<file path="config.mk">
export PLATFORM = sky130hd
export DESIGN_NAME = wci_axil_arbiter_flat
export DESIGN_NICKNAME = d
export VERILOG_FILES = /design/src/rtl/wci_axil_arbiter_pkg.sv /design/src/rtl/wci_axil_arbiter_if.sv /design/src/rtl/wci_axil_arbiter_rr_arbiter.sv /design/src/rtl/wci_axil_arbiter.sv /design/src/flat_wrapper.sv
export SDC_FILE = /design/constraint.sdc
export NUM_CORES = 1
export LEC_CHECK = 0
export BUFFER_PORTS_ARGS = -buffer_cell sky130_fd_sc_hd__buf_4
export CORE_AREA = 4 4 184 186
export DETAILED_ROUTE_END_ITERATION = 10
export DIE_AREA = 0 0 188 190
export GPL_TIMING_DRIVEN = 0
export PLACE_DENSITY = 0.6
export REMOVE_ABC_BUFFERS = 1
export SETUP_SLACK_MARGIN = 0.2
export SYNTH_ARGS = -nofsm -noshare
export SYNTH_HDL_FRONTEND = slang
export SYNTH_SLANG_ARGS = --single-unit
export TNS_END_PERCENT = 5
</file>
<file path="constraint.sdc">
create_clock -name oped_clk125 -period 9.3 [get_ports oped_clk125]
set_clock_uncertainty 0.1 [all_clocks]
set_input_delay 2.79 -clock oped_clk125 [delete_from_list [all_inputs] [get_ports oped_clk125]]
set_output_delay 2.79 -clock oped_clk125 [all_outputs]
set_load 0.02 [all_outputs]
</file>
<file path="src/rtl/wci_axil_arbiter_pkg.sv">
// Shared types and constants for the WCI AXI4-Lite control arbiter.
package wci_axil_pkg;

  // Sequencer states: one AXI transaction in flight at a time.
  typedef enum logic [2:0] {
    S_IDLE   = 3'd0,
    S_ADDR_W = 3'd1,
    S_ADDR_R = 3'd2,
    S_RESP_W = 3'd3,
    S_RESP_R = 3'd4,
    S_DONE   = 3'd5
  } state_t;

  localparam logic [1:0]  RESP_OKAY    = 2'b00;
  localparam logic [1:0]  RESP_SLVERR  = 2'b10;
  localparam logic [1:0]  RESP_DECERR  = 2'b11;

  // Read data returned when a transaction is abandoned by the watchdog.
  localparam logic [31:0] TIMEOUT_DATA = 32'hDEAD_C0DE;

endpackage

</file>
<file path="src/rtl/wci_axil_arbiter_if.sv">
// AXI4-Lite bus bundle (single outstanding, no IDs) between the arbiter and a slave.
interface wci_axil_arbiter_if;

  logic        awvalid, awready;
  logic [31:0] awaddr;
  logic [2:0]  awprot;
  logic        wvalid, wready;
  logic [31:0] wdata;
  logic [3:0]  wstrb;
  logic        bvalid, bready;
  logic [1:0]  bresp;
  logic        arvalid, arready;
  logic [31:0] araddr;
  logic [2:0]  arprot;
  logic        rvalid, rready;
  logic [31:0] rdata;
  logic [1:0]  rresp;

  modport master (
    output awvalid, awaddr, awprot, wvalid, wdata, wstrb, bready,
           arvalid, araddr, arprot, rready,
    input  awready, wready, bvalid, bresp, arready, rvalid, rdata, rresp
  );

  modport slave (
    input  awvalid, awaddr, awprot, wvalid, wdata, wstrb, bready,
           arvalid, araddr, arprot, rready,
    output awready, wready, bvalid, bresp, arready, rvalid, rdata, rresp
  );

endinterface

</file>
<file path="src/rtl/wci_axil_arbiter_rr_arbiter.sv">
// Combinational round-robin pick: first set request at or after ptr, wrapping at NREQ.
module rr_arbiter #(
  parameter  int NREQ = 4,
  localparam int IW   = (NREQ > 1) ? $clog2(NREQ) : 1
) (
  input  logic [NREQ-1:0] req,
  input  logic [IW-1:0]   ptr,
  output logic [NREQ-1:0] grant,
  output logic [IW-1:0]   idx,
  output logic            any
);

  // Scan NREQ positions starting at ptr; the first hit wins.
  always_comb begin
    // NOTE: every output gets a default before the loop so no path leaves one unassigned (no latch).
    grant = '0;
    idx   = '0;
    any   = 1'b0;
    for (int k = 0; k < NREQ; k++) begin
      int j;
      // NOTE: blocking assignments here, since j and any must update in program order within one evaluation.
      j = int'(ptr) + k;
      if (j >= NREQ) j = j - NREQ;
      if (!any && req[j]) begin
        any      = 1'b1;
        grant[j] = 1'b1;
        idx      = IW'(j);
      end
    end
  end

endmodule

</file>
<file path="src/rtl/wci_axil_arbiter.sv">
// Round-robin arbiter/sequencer sharing one AXI4-Lite master (wcim0) among NREQ requesters.
// Optional build macro WCI_TIMEOUT_EN adds a watchdog that forces completion after TIMEOUT cycles.
module wci_axil_arbiter
  import wci_axil_pkg::*;
#(
  parameter int          NREQ    = 4,
  parameter logic [2:0]  PROT    = 3'b000,
  parameter int unsigned TIMEOUT = 1024
) (
  input  logic                 oped_clk125,
  input  logic                 oped_reset,
  input  logic [NREQ-1:0]      req_valid,
  input  logic [NREQ-1:0]      req_write,
  input  logic [NREQ*32-1:0]   req_addr,
  input  logic [NREQ*32-1:0]   req_wdata,
  input  logic [NREQ*4-1:0]    req_wstrb,
  output logic [NREQ-1:0]      req_ready,
  output logic [NREQ-1:0]      rsp_valid,
  output logic [31:0]          rsp_data,
  output logic [1:0]           rsp_resp,
  output logic                 rsp_timeout,
  output logic                 busy,
  wci_axil_arbiter_if.master   wcim0
);

  localparam int IW = (NREQ > 1) ? $clog2(NREQ) : 1;

  state_t          state, state_nxt;
  logic [IW-1:0]   rr_ptr, gnt_idx, owner;
  logic [NREQ-1:0] gnt_vec;
  logic            gnt_any, grant_go, active, capture;
  logic [31:0]     lat_addr, lat_wdata;
  logic [3:0]      lat_wstrb;
  logic            aw_done, w_done;
  logic            aw_fire, w_fire, ar_fire, b_fire, r_fire, tmo_hit;

  rr_arbiter #(.NREQ(NREQ)) u_rr (
    .req   (req_valid),
    .ptr   (rr_ptr),
    .grant (gnt_vec),
    .idx   (gnt_idx),
    .any   (gnt_any)
  );

  assign grant_go = (state == S_IDLE) && gnt_any;
  assign active   = state inside {S_ADDR_W, S_ADDR_R, S_RESP_W, S_RESP_R};
  assign aw_fire  = wcim0.awvalid && wcim0.awready;
  assign w_fire   = wcim0.wvalid  && wcim0.wready;
  assign ar_fire  = wcim0.arvalid && wcim0.arready;
  assign b_fire   = wcim0.bready  && wcim0.bvalid;
  assign r_fire   = wcim0.rready  && wcim0.rvalid;
  assign capture  = active && (state_nxt == S_DONE);

`ifdef WCI_TIMEOUT_EN
  logic [31:0] tmo_cnt;

  // Watchdog: cleared at grant, counts every cycle a transaction is on the bus.
  always_ff @(posedge oped_clk125) begin
    if (oped_reset)    tmo_cnt <= '0;
    else if (grant_go) tmo_cnt <= '0;
    else if (active)   tmo_cnt <= tmo_cnt + 32'd1;
  end

  assign tmo_hit = active && (tmo_cnt >= 32'(TIMEOUT - 1));

  // Flag completions that were forced by the watchdog rather than a slave response.
  always_ff @(posedge oped_clk125) begin
    if (oped_reset)   rsp_timeout <= 1'b0;
    else if (capture) rsp_timeout <= !(b_fire || r_fire);
  end
`else
  assign tmo_hit     = 1'b0;
  assign rsp_timeout = 1'b0;
`endif

  // State register.
  always_ff @(posedge oped_clk125) begin
    // NOTE: non-blocking for every sequential assignment so all flops see pre-edge values.
    if (oped_reset) state <= S_IDLE;
    else            state <= state_nxt;
  end

  // Next-state logic; a real handshake takes precedence over the watchdog.
  always_comb begin
    state_nxt = state;
    case (state)
      S_IDLE:   if (gnt_any) state_nxt = req_write[gnt_idx] ? S_ADDR_W : S_ADDR_R;
      S_ADDR_W: if ((aw_done || aw_fire) && (w_done || w_fire)) state_nxt = S_RESP_W;
                else if (tmo_hit)                               state_nxt = S_DONE;
      S_ADDR_R: if (ar_fire)      state_nxt = S_RESP_R;
                else if (tmo_hit) state_nxt = S_DONE;
      S_RESP_W: if (b_fire || tmo_hit) state_nxt = S_DONE;
      S_RESP_R: if (r_fire || tmo_hit) state_nxt = S_DONE;
      S_DONE:   state_nxt = S_IDLE;
      default:  state_nxt = S_IDLE;
    endcase
  end

  // Outputs decoded from the current state; grants are suppressed while reset is held.
  always_comb begin
    req_ready     = '0;
    rsp_valid     = '0;
    wcim0.awvalid = 1'b0;
    wcim0.wvalid  = 1'b0;
    wcim0.bready  = 1'b0;
    wcim0.arvalid = 1'b0;
    wcim0.rready  = 1'b0;
    case (state)
      S_IDLE:   if (!oped_reset) req_ready = gnt_vec;
      S_ADDR_W: begin
        wcim0.awvalid = !aw_done;
        wcim0.wvalid  = !w_done;
      end
      S_ADDR_R: wcim0.arvalid = 1'b1;
      S_RESP_W: wcim0.bready  = 1'b1;
      S_RESP_R: wcim0.rready  = 1'b1;
      S_DONE:   rsp_valid[owner] = 1'b1;
      default:  ;
    endcase
  end

  assign busy         = (state != S_IDLE);
  assign wcim0.awaddr = lat_addr;
  assign wcim0.araddr = lat_addr;
  assign wcim0.wdata  = lat_wdata;
  assign wcim0.wstrb  = lat_wstrb;
  assign wcim0.awprot = PROT;
  assign wcim0.arprot = PROT;

  // Request latch, round-robin pointer, per-channel handshake flags and response capture.
  always_ff @(posedge oped_clk125) begin
    if (oped_reset) begin
      rr_ptr    <= '0;
      owner     <= '0;
      lat_addr  <= '0;
      lat_wdata <= '0;
      lat_wstrb <= '0;
      aw_done   <= 1'b0;
      w_done    <= 1'b0;
      rsp_data  <= '0;
      rsp_resp  <= RESP_OKAY;
    end else begin
      if (grant_go) begin
        owner     <= gnt_idx;
        lat_addr  <= req_addr[32*gnt_idx +: 32];
        lat_wdata <= req_wdata[32*gnt_idx +: 32];
        lat_wstrb <= req_wstrb[4*gnt_idx +: 4];
        rr_ptr    <= (gnt_idx == IW'(NREQ - 1)) ? '0 : gnt_idx + 1'b1;
        aw_done   <= 1'b0;
        w_done    <= 1'b0;
      end else begin
        if (aw_fire) aw_done <= 1'b1;
        if (w_fire)  w_done  <= 1'b1;
      end
      if (capture) begin
        if (b_fire) begin
          rsp_data <= '0;
          rsp_resp <= wcim0.bresp;
        end else if (r_fire) begin
          rsp_data <= wcim0.rdata;
          rsp_resp <= wcim0.rresp;
        end else begin
          rsp_data <= TIMEOUT_DATA;
          rsp_resp <= RESP_SLVERR;
        end
      end
    end
  end

endmodule

</file>
<file path="src/flat_wrapper.sv">
// flat-port wrapper written by rule: the top's interface ports become plain ports
module wci_axil_arbiter_flat import wci_axil_pkg::*;
#(
  parameter int          NREQ    = 4,
  parameter logic [2:0]  PROT    = 3'b000,
  parameter int unsigned TIMEOUT = 1024
)
  (oped_clk125, oped_reset, req_valid, req_write, req_addr, req_wdata, req_wstrb, req_ready, rsp_valid, rsp_data, rsp_resp, rsp_timeout, busy, wcim0_awvalid, wcim0_awaddr, wcim0_awprot, wcim0_wvalid, wcim0_wdata, wcim0_wstrb, wcim0_bready, wcim0_arvalid, wcim0_araddr, wcim0_arprot, wcim0_rready, wcim0_awready, wcim0_wready, wcim0_bvalid, wcim0_bresp, wcim0_arready, wcim0_rvalid, wcim0_rdata, wcim0_rresp);
  wci_axil_arbiter_if wcim0_i ();
  input  logic oped_clk125;
  input  logic oped_reset;
  input  logic [NREQ-1:0] req_valid;
  input  logic [NREQ-1:0] req_write;
  input  logic [NREQ*32-1:0] req_addr;
  input  logic [NREQ*32-1:0] req_wdata;
  input  logic [NREQ*4-1:0] req_wstrb;
  output logic [NREQ-1:0] req_ready;
  output logic [NREQ-1:0] rsp_valid;
  output logic [31:0] rsp_data;
  output logic [1:0] rsp_resp;
  output logic rsp_timeout;
  output logic busy;
  output wire logic [$bits(wcim0_i.awvalid)-1:0] wcim0_awvalid;
  output wire logic [$bits(wcim0_i.awaddr)-1:0] wcim0_awaddr;
  output wire logic [$bits(wcim0_i.awprot)-1:0] wcim0_awprot;
  output wire logic [$bits(wcim0_i.wvalid)-1:0] wcim0_wvalid;
  output wire logic [$bits(wcim0_i.wdata)-1:0] wcim0_wdata;
  output wire logic [$bits(wcim0_i.wstrb)-1:0] wcim0_wstrb;
  output wire logic [$bits(wcim0_i.bready)-1:0] wcim0_bready;
  output wire logic [$bits(wcim0_i.arvalid)-1:0] wcim0_arvalid;
  output wire logic [$bits(wcim0_i.araddr)-1:0] wcim0_araddr;
  output wire logic [$bits(wcim0_i.arprot)-1:0] wcim0_arprot;
  output wire logic [$bits(wcim0_i.rready)-1:0] wcim0_rready;
  input wire logic [$bits(wcim0_i.awready)-1:0] wcim0_awready;
  input wire logic [$bits(wcim0_i.wready)-1:0] wcim0_wready;
  input wire logic [$bits(wcim0_i.bvalid)-1:0] wcim0_bvalid;
  input wire logic [$bits(wcim0_i.bresp)-1:0] wcim0_bresp;
  input wire logic [$bits(wcim0_i.arready)-1:0] wcim0_arready;
  input wire logic [$bits(wcim0_i.rvalid)-1:0] wcim0_rvalid;
  input wire logic [$bits(wcim0_i.rdata)-1:0] wcim0_rdata;
  input wire logic [$bits(wcim0_i.rresp)-1:0] wcim0_rresp;
  assign wcim0_awvalid = wcim0_i.awvalid;
  assign wcim0_awaddr = wcim0_i.awaddr;
  assign wcim0_awprot = wcim0_i.awprot;
  assign wcim0_wvalid = wcim0_i.wvalid;
  assign wcim0_wdata = wcim0_i.wdata;
  assign wcim0_wstrb = wcim0_i.wstrb;
  assign wcim0_bready = wcim0_i.bready;
  assign wcim0_arvalid = wcim0_i.arvalid;
  assign wcim0_araddr = wcim0_i.araddr;
  assign wcim0_arprot = wcim0_i.arprot;
  assign wcim0_rready = wcim0_i.rready;
  assign wcim0_i.awready = wcim0_awready;
  assign wcim0_i.wready = wcim0_wready;
  assign wcim0_i.bvalid = wcim0_bvalid;
  assign wcim0_i.bresp = wcim0_bresp;
  assign wcim0_i.arready = wcim0_arready;
  assign wcim0_i.rvalid = wcim0_rvalid;
  assign wcim0_i.rdata = wcim0_rdata;
  assign wcim0_i.rresp = wcim0_rresp;
  wci_axil_arbiter #(.NREQ(NREQ), .PROT(PROT), .TIMEOUT(TIMEOUT)) u_core (.oped_clk125(oped_clk125), .oped_reset(oped_reset), .req_valid(req_valid), .req_write(req_write), .req_addr(req_addr), .req_wdata(req_wdata), .req_wstrb(req_wstrb), .req_ready(req_ready), .rsp_valid(rsp_valid), .rsp_data(rsp_data), .rsp_resp(rsp_resp), .rsp_timeout(rsp_timeout), .busy(busy), .wcim0(wcim0_i));
endmodule
</file>
### Word level (Yosys, flattened, before mapping)

Index checks and enable logic that the tools add are counted.

* register bits: 111

* equality and inequality tests: 7
* add/sub/neg operators: 8
* reductions and logical operators: 27
* muxes and demuxes: 60
* bitwise logic cells: 3
* shifts and indexed selects: 3
* magnitude comparators: 15

Operator list (count)
* $shiftx A128 B8 Y32: 2
* $mux W32: 6
* $ge A32 B1 Y1 const B: 4
* $lt A32 B4 Y1 const B: 4
* $mux W4: 7
* $mux W1: 23
* $logic_and A1 B1 Y1: 16
* $mux W2: 8
* $shiftx A16 B5 Y4: 1
* $mux W3: 5
* $pmux W3 S5: 1
* $or A4 B4 Y4: 3
* $sub A3 B3 Y4 const B: 3
* $bmux W1 S2: 5
* $demux W1 S2: 5
* $eq A3 B3 Y1 const B: 3
* $ge A3 B3 Y1 const B: 3
* $add A2 B2 Y3 const B: 2
* $eq A3 B2 Y1 const B: 2
* $lt A2 B3 Y1 const B: 2
* $logic_not A1 Y1: 5
* $reduce_bool A4 Y1: 1
* $sub A2 B3 Y4 const B: 1
* $add A2 B1 Y3 const B: 1
* 9 further kinds: 10

### Longest topological paths before layout

* depth after elaboration: 22
* depth in mapped cells: 13
* gate-level depth less buffers: 8

### By module

A second synthesis with hierarchy kept.

* cells, all modules: 498
* area total of the unflattened synthesis: 6128.4 um^2

Modules (own cells, without submodules)
* wci_axil_arbiter: cells an instance 450, area each 5667.9 um^2, instances 1
* rr_arbiter: cells an instance 48, area each 460.4 um^2, instances 1

### Worst setup path before layout

OpenSTA, ideal clock, no wires.

* path kind: in2out
* from: in req_valid[2]
* to: out req_ready[0]
* data arrival time: 4.418 ns
* stages on the path: 7
* slack: 1.992 ns
* cells stage by stage: clkbuf_1 -> mux4_2 -> and2b_1 -> a22oi_1 -> nor2_1 -> a21oi_1 -> a21oi_1

* cells in the longest elaborated chain, start to end: 15
* elaborated cells on any way between the ends: 30

RTL lines
* start: declaration: line flat_wrapper.sv:12 `input logic [NREQ-1:0] req_valid;`
* $bmux W1 S2: line wci_axil_arbiter_rr_arbiter.sv:24 `if (!any && req[j]) begin`
* $mux W1 (not written as such) (2 in a row): line wci_axil_arbiter_rr_arbiter.sv:24
* $mux W1: line wci_axil_arbiter_rr_arbiter.sv:24
* $logic_not A1 Y1: line wci_axil_arbiter_rr_arbiter.sv:24
* $logic_and A1 B1 Y1: line wci_axil_arbiter_rr_arbiter.sv:24
* $mux W1: line wci_axil_arbiter_rr_arbiter.sv:24
* $logic_not A1 Y1: line wci_axil_arbiter_rr_arbiter.sv:24
* $logic_and A1 B1 Y1: line wci_axil_arbiter_rr_arbiter.sv:24
* $mux W1: line wci_axil_arbiter_rr_arbiter.sv:24
* $logic_not A1 Y1: line wci_axil_arbiter_rr_arbiter.sv:24
* $logic_and A1 B1 Y1: line wci_axil_arbiter_rr_arbiter.sv:24
* $mux W4 *: line wci_axil_arbiter_rr_arbiter.sv:24
* $mux W4 *: line wci_axil_arbiter.sv:109 `S_IDLE: if (!oped_reset) req_ready = gnt_vec;`
* $mux W4 *: line wci_axil_arbiter.sv:108 `case (state)`
* end: declaration: line flat_wrapper.sv:17 `output logic [NREQ-1:0] req_ready;`

Every way passes the cells marked *; elsewhere a longest branch is shown, timed or not. The select of a mux whose other input is x is not followed.

### Final worst setup path

* from: in req_valid[2]
* to: out req_ready[2]

Same word-level chain as after synthesis.

==> flow_metrics.tcl <==
set metrics [dict create \
    slowest_delay_ns 0.59 \
    vias_per_cell 4.82 \
    synth_top_area_share_pct 30.8 \
    start_kind "primary input" \
    htree_num_levels 3 \
    internal-power_mw 1.68 \
    ir_drop_uv 89.4 \
    worst_pin_slew_ns 1.27 \
    rows 66 \
    yosysUniqueCellTypes 48 \
    dr_total_vias 7800 \
    port_buffers 470 \
    hold_buffers 0 \
    reg2reg_slack_ns 4.50 \
    worst_path_max_delay_cell "mux4_2" \
    rsz0062_at_grt "false" \
    dp_hpwl_um 23200 \
    drtIter0Drc 342 \
    mostFrequentLayoutCell "buf_4" \
    layout_common_cells "buf_4 (470), nand4_1 (136), dfxtp_1 (111)" \
    max_freq_mhz 135 \
    ys_seq_area_share_pct 30.8 \
    p_leak_nw 4.89 \
    fin_crit_ns 7.41 \
    cp_max_fo 10 \
    setup_viol 0 \
    fin_nets 1499 \
    post-route-period-util_pct 79.7 \
    place.gp.congestion 0.791 \
    timing.hold.ws_ns 0.356 \
    cts_setup_buffers 0 \
    postRouteWirelength_um 29700 \
    path_clk_slew_ns 0.07 \
    core_um2 32300 \
    start_util_pct 22.4 \
    io_pins 478 \
    cts_buffers 9 \
    p_comb_share_pct 61.4 \
    p_sw_mw 1.25 \
    clockRootBuffer "clkbuf_16" \
    synth_ff_type "dfxtp_1" \
    status "completed" \
    syn_area_um2 7220 \
    wl_per_cell_um 18.3 \
    synth_area_per_cell_um2 9.13 \
    slew_violations 0 \
    synth_async_sr_flop_share_pct 0 \
    num_antenna_cells 0 \
    hold_path.class "flip-flop to flip-flop" \
    groute.usage.overall_pct 15.5 \
    seq_area_um2 2220 \
    synth_edf_count 0 \
    grt_max_degree 44 \
    netlist_instances 791 \
    synth-seq-cells 111 \
    grt_antenna_before_repair 1 \
    path_buf_inv 2 \
    syn_to_final_growth_pct 58.0 \
    dpl.cell_count 1603 \
    grt-ovfl-total 0 \
    hold_viol 0 \
    postPlaceCellArea_um2 11100 \
    postRouteAntennaNets 0 \
    grt_first_pass_wirelength_um 44600 \
    ys.warnings.count 0 \
    die_x_um 188 \
    dieArea_um2 35700 \
    slew-limit-headroom_pct 15.5 \
    cp.required_ns 6.41 \
    drive_gt1_share_pct 50.1 \
    multi_input_area_um2 4250 \
    drcViolationCount 0 \
    pwr-share-clk_pct 15.1 \
    power_frac_seq_pct 23.4 \
    clk_latency_ns 0.35 \
    dr.pass1.iters 4 \
    dieHeight_um 190 \
    clk_path_buf_depth 2 \
    cts.sinks 111 \
    final_area_um2 11400 \
    cpLargestDelayFamily "multiplexers" \
    fill_cells 3269 \
    power_density_nw_per_um2 256 \
    synthTopCellsByArea "dfxtp_1 (31%), nand4_1 (12%), mux2i_1 (11%), mux2_2 (9.8%), a221o_1 (9.4%)" \
    yosysTopAreaCell "dfxtp_1" \
    drv_cap 0 \
    cp-end-kind "primary output" \
    cts_tree "yes" \
    crit_arrival_ns 4.52 \
    cts-resized-gates 0 \
    cp_cell_sequence "buf_4, mux4_2, and2b_1, a22oi_1, nor2_1, a21oi_1, a21oi_1, buf_4" \
    switching_share_pct 42.6 \
    fin_cells 1618 \
    finalPower_mw 2.93 \
    crit_type "primary input to primary output" \
    grt_pass1_vias 7723 \
]
==> registers in the layout, indices dropped and copies added (netlist names) <==
register	cells
u_core.rr_ptr	2
u_core.wcim0.wstrb	4
u_core.rsp_data	32
u_core.owner	2
u_core.rsp_resp	2
u_core.w_done	1
u_core.wcim0.wdata	32
u_core.state	3
u_core.aw_done	1
u_core.wcim0.araddr	32
==> worst paths after layout <==
check | from | to | cells past startpoint
min | u_core.rsp_data[4] | u_core.rsp_data[4] | 2
max | req_valid[2] | req_ready[2] | 8
max reg2reg | u_core.rr_ptr[0] | u_core.wcim0.wdata[17] | 12
min reg2reg | u_core.rsp_data[4] | u_core.rsp_data[4] | 2
==> cell usage after synthesis (all sizes together) (2+ instances only) <==
master and number:
nand4 136, dfxtp 111, buf 78, mux2i 77
mux2 69, a221o 68, clkbuf 56, nand2 48
a21oi 35, nor2 31, a22oi 18, nand2b 8
nor3 6, nor3b 5, ha 4, inv 4
mux4 3, o21ai 3, o22ai 3, a311oi 2
and2 2, and3 2, nor2b 2, o211ai 2
or2 2, or3 2
==> power by group through the flow <==
| stage | sequential, mW | combinational (mW) | clock [mW] |
|---|---|---|---|
| final | 0.685 | 1.80 | 0.443 |
| after global routing | 0.701 | 1.92 | 0.480 |
| after CTS | 0.685 | 1.81 | 0.463 |
| after detailed placement | 0.693 | 1.81 | 0 |
| after global placement | 0.692 | 1.81 | 0 |
| after floorplan | 0.838 | 0.978 | 0 |
==> per-layer routing <==
layer | global-route usage [%] | up-vias | routed length, µm
li1 | - | 3783 | -
met1 | 19.2 | 3666 | 12400
met2 | 27.0 | 333 | 14800
met3 | 4.35 | 16 | 2090
met4 | 3.25 | 2 | 316
met5 | 0 | - | 8
==> kinds of logic after synthesis <==
kind of cell             Yosys count  synth area share (%)
AO/OA/AOI/OAI                    138                  15.7
XOR/XNOR                           1                 0.121
adder cells (fa/ha/maj)            4                 0.693
buffers and inverters            138                  11.4
flip-flops                       111                  30.8
multiplexers                     149                  22.4
other                              1                0.0519
AND/OR/NAND/NOR                  249                  18.9
==> per-stage QoR <==
step                      setup TNS [ns]  worst slack (ns)  util [%]
after floorplan                  -139.30             -2.03         -
final                                  0              1.89      35.4
after CTS                              0              1.88      35.4
after detailed placement               0              1.89      34.3
after global routing                   0              1.74      35.4
after global placement           -668.61             -9.59      32.6
==> worst min-delay path: stages, from the launching register on <==
cell and delay (ns):
dfxtp_1 0.31, nand2_1 0.05, a21oi_1 0.05
==> layout make-up <==
class | count | share of cell area, %
clock inverters | 5 | 0.778
repair buffers | 498 | 35.5
well taps | 442 | 4.84
multi-input cells | 548 | 37.2
clock buffers | 10 | 2.09
inverters | 4 | 0.132
flip-flops and latches | 111 | 19.5
(Power assumes the default switching activity.)
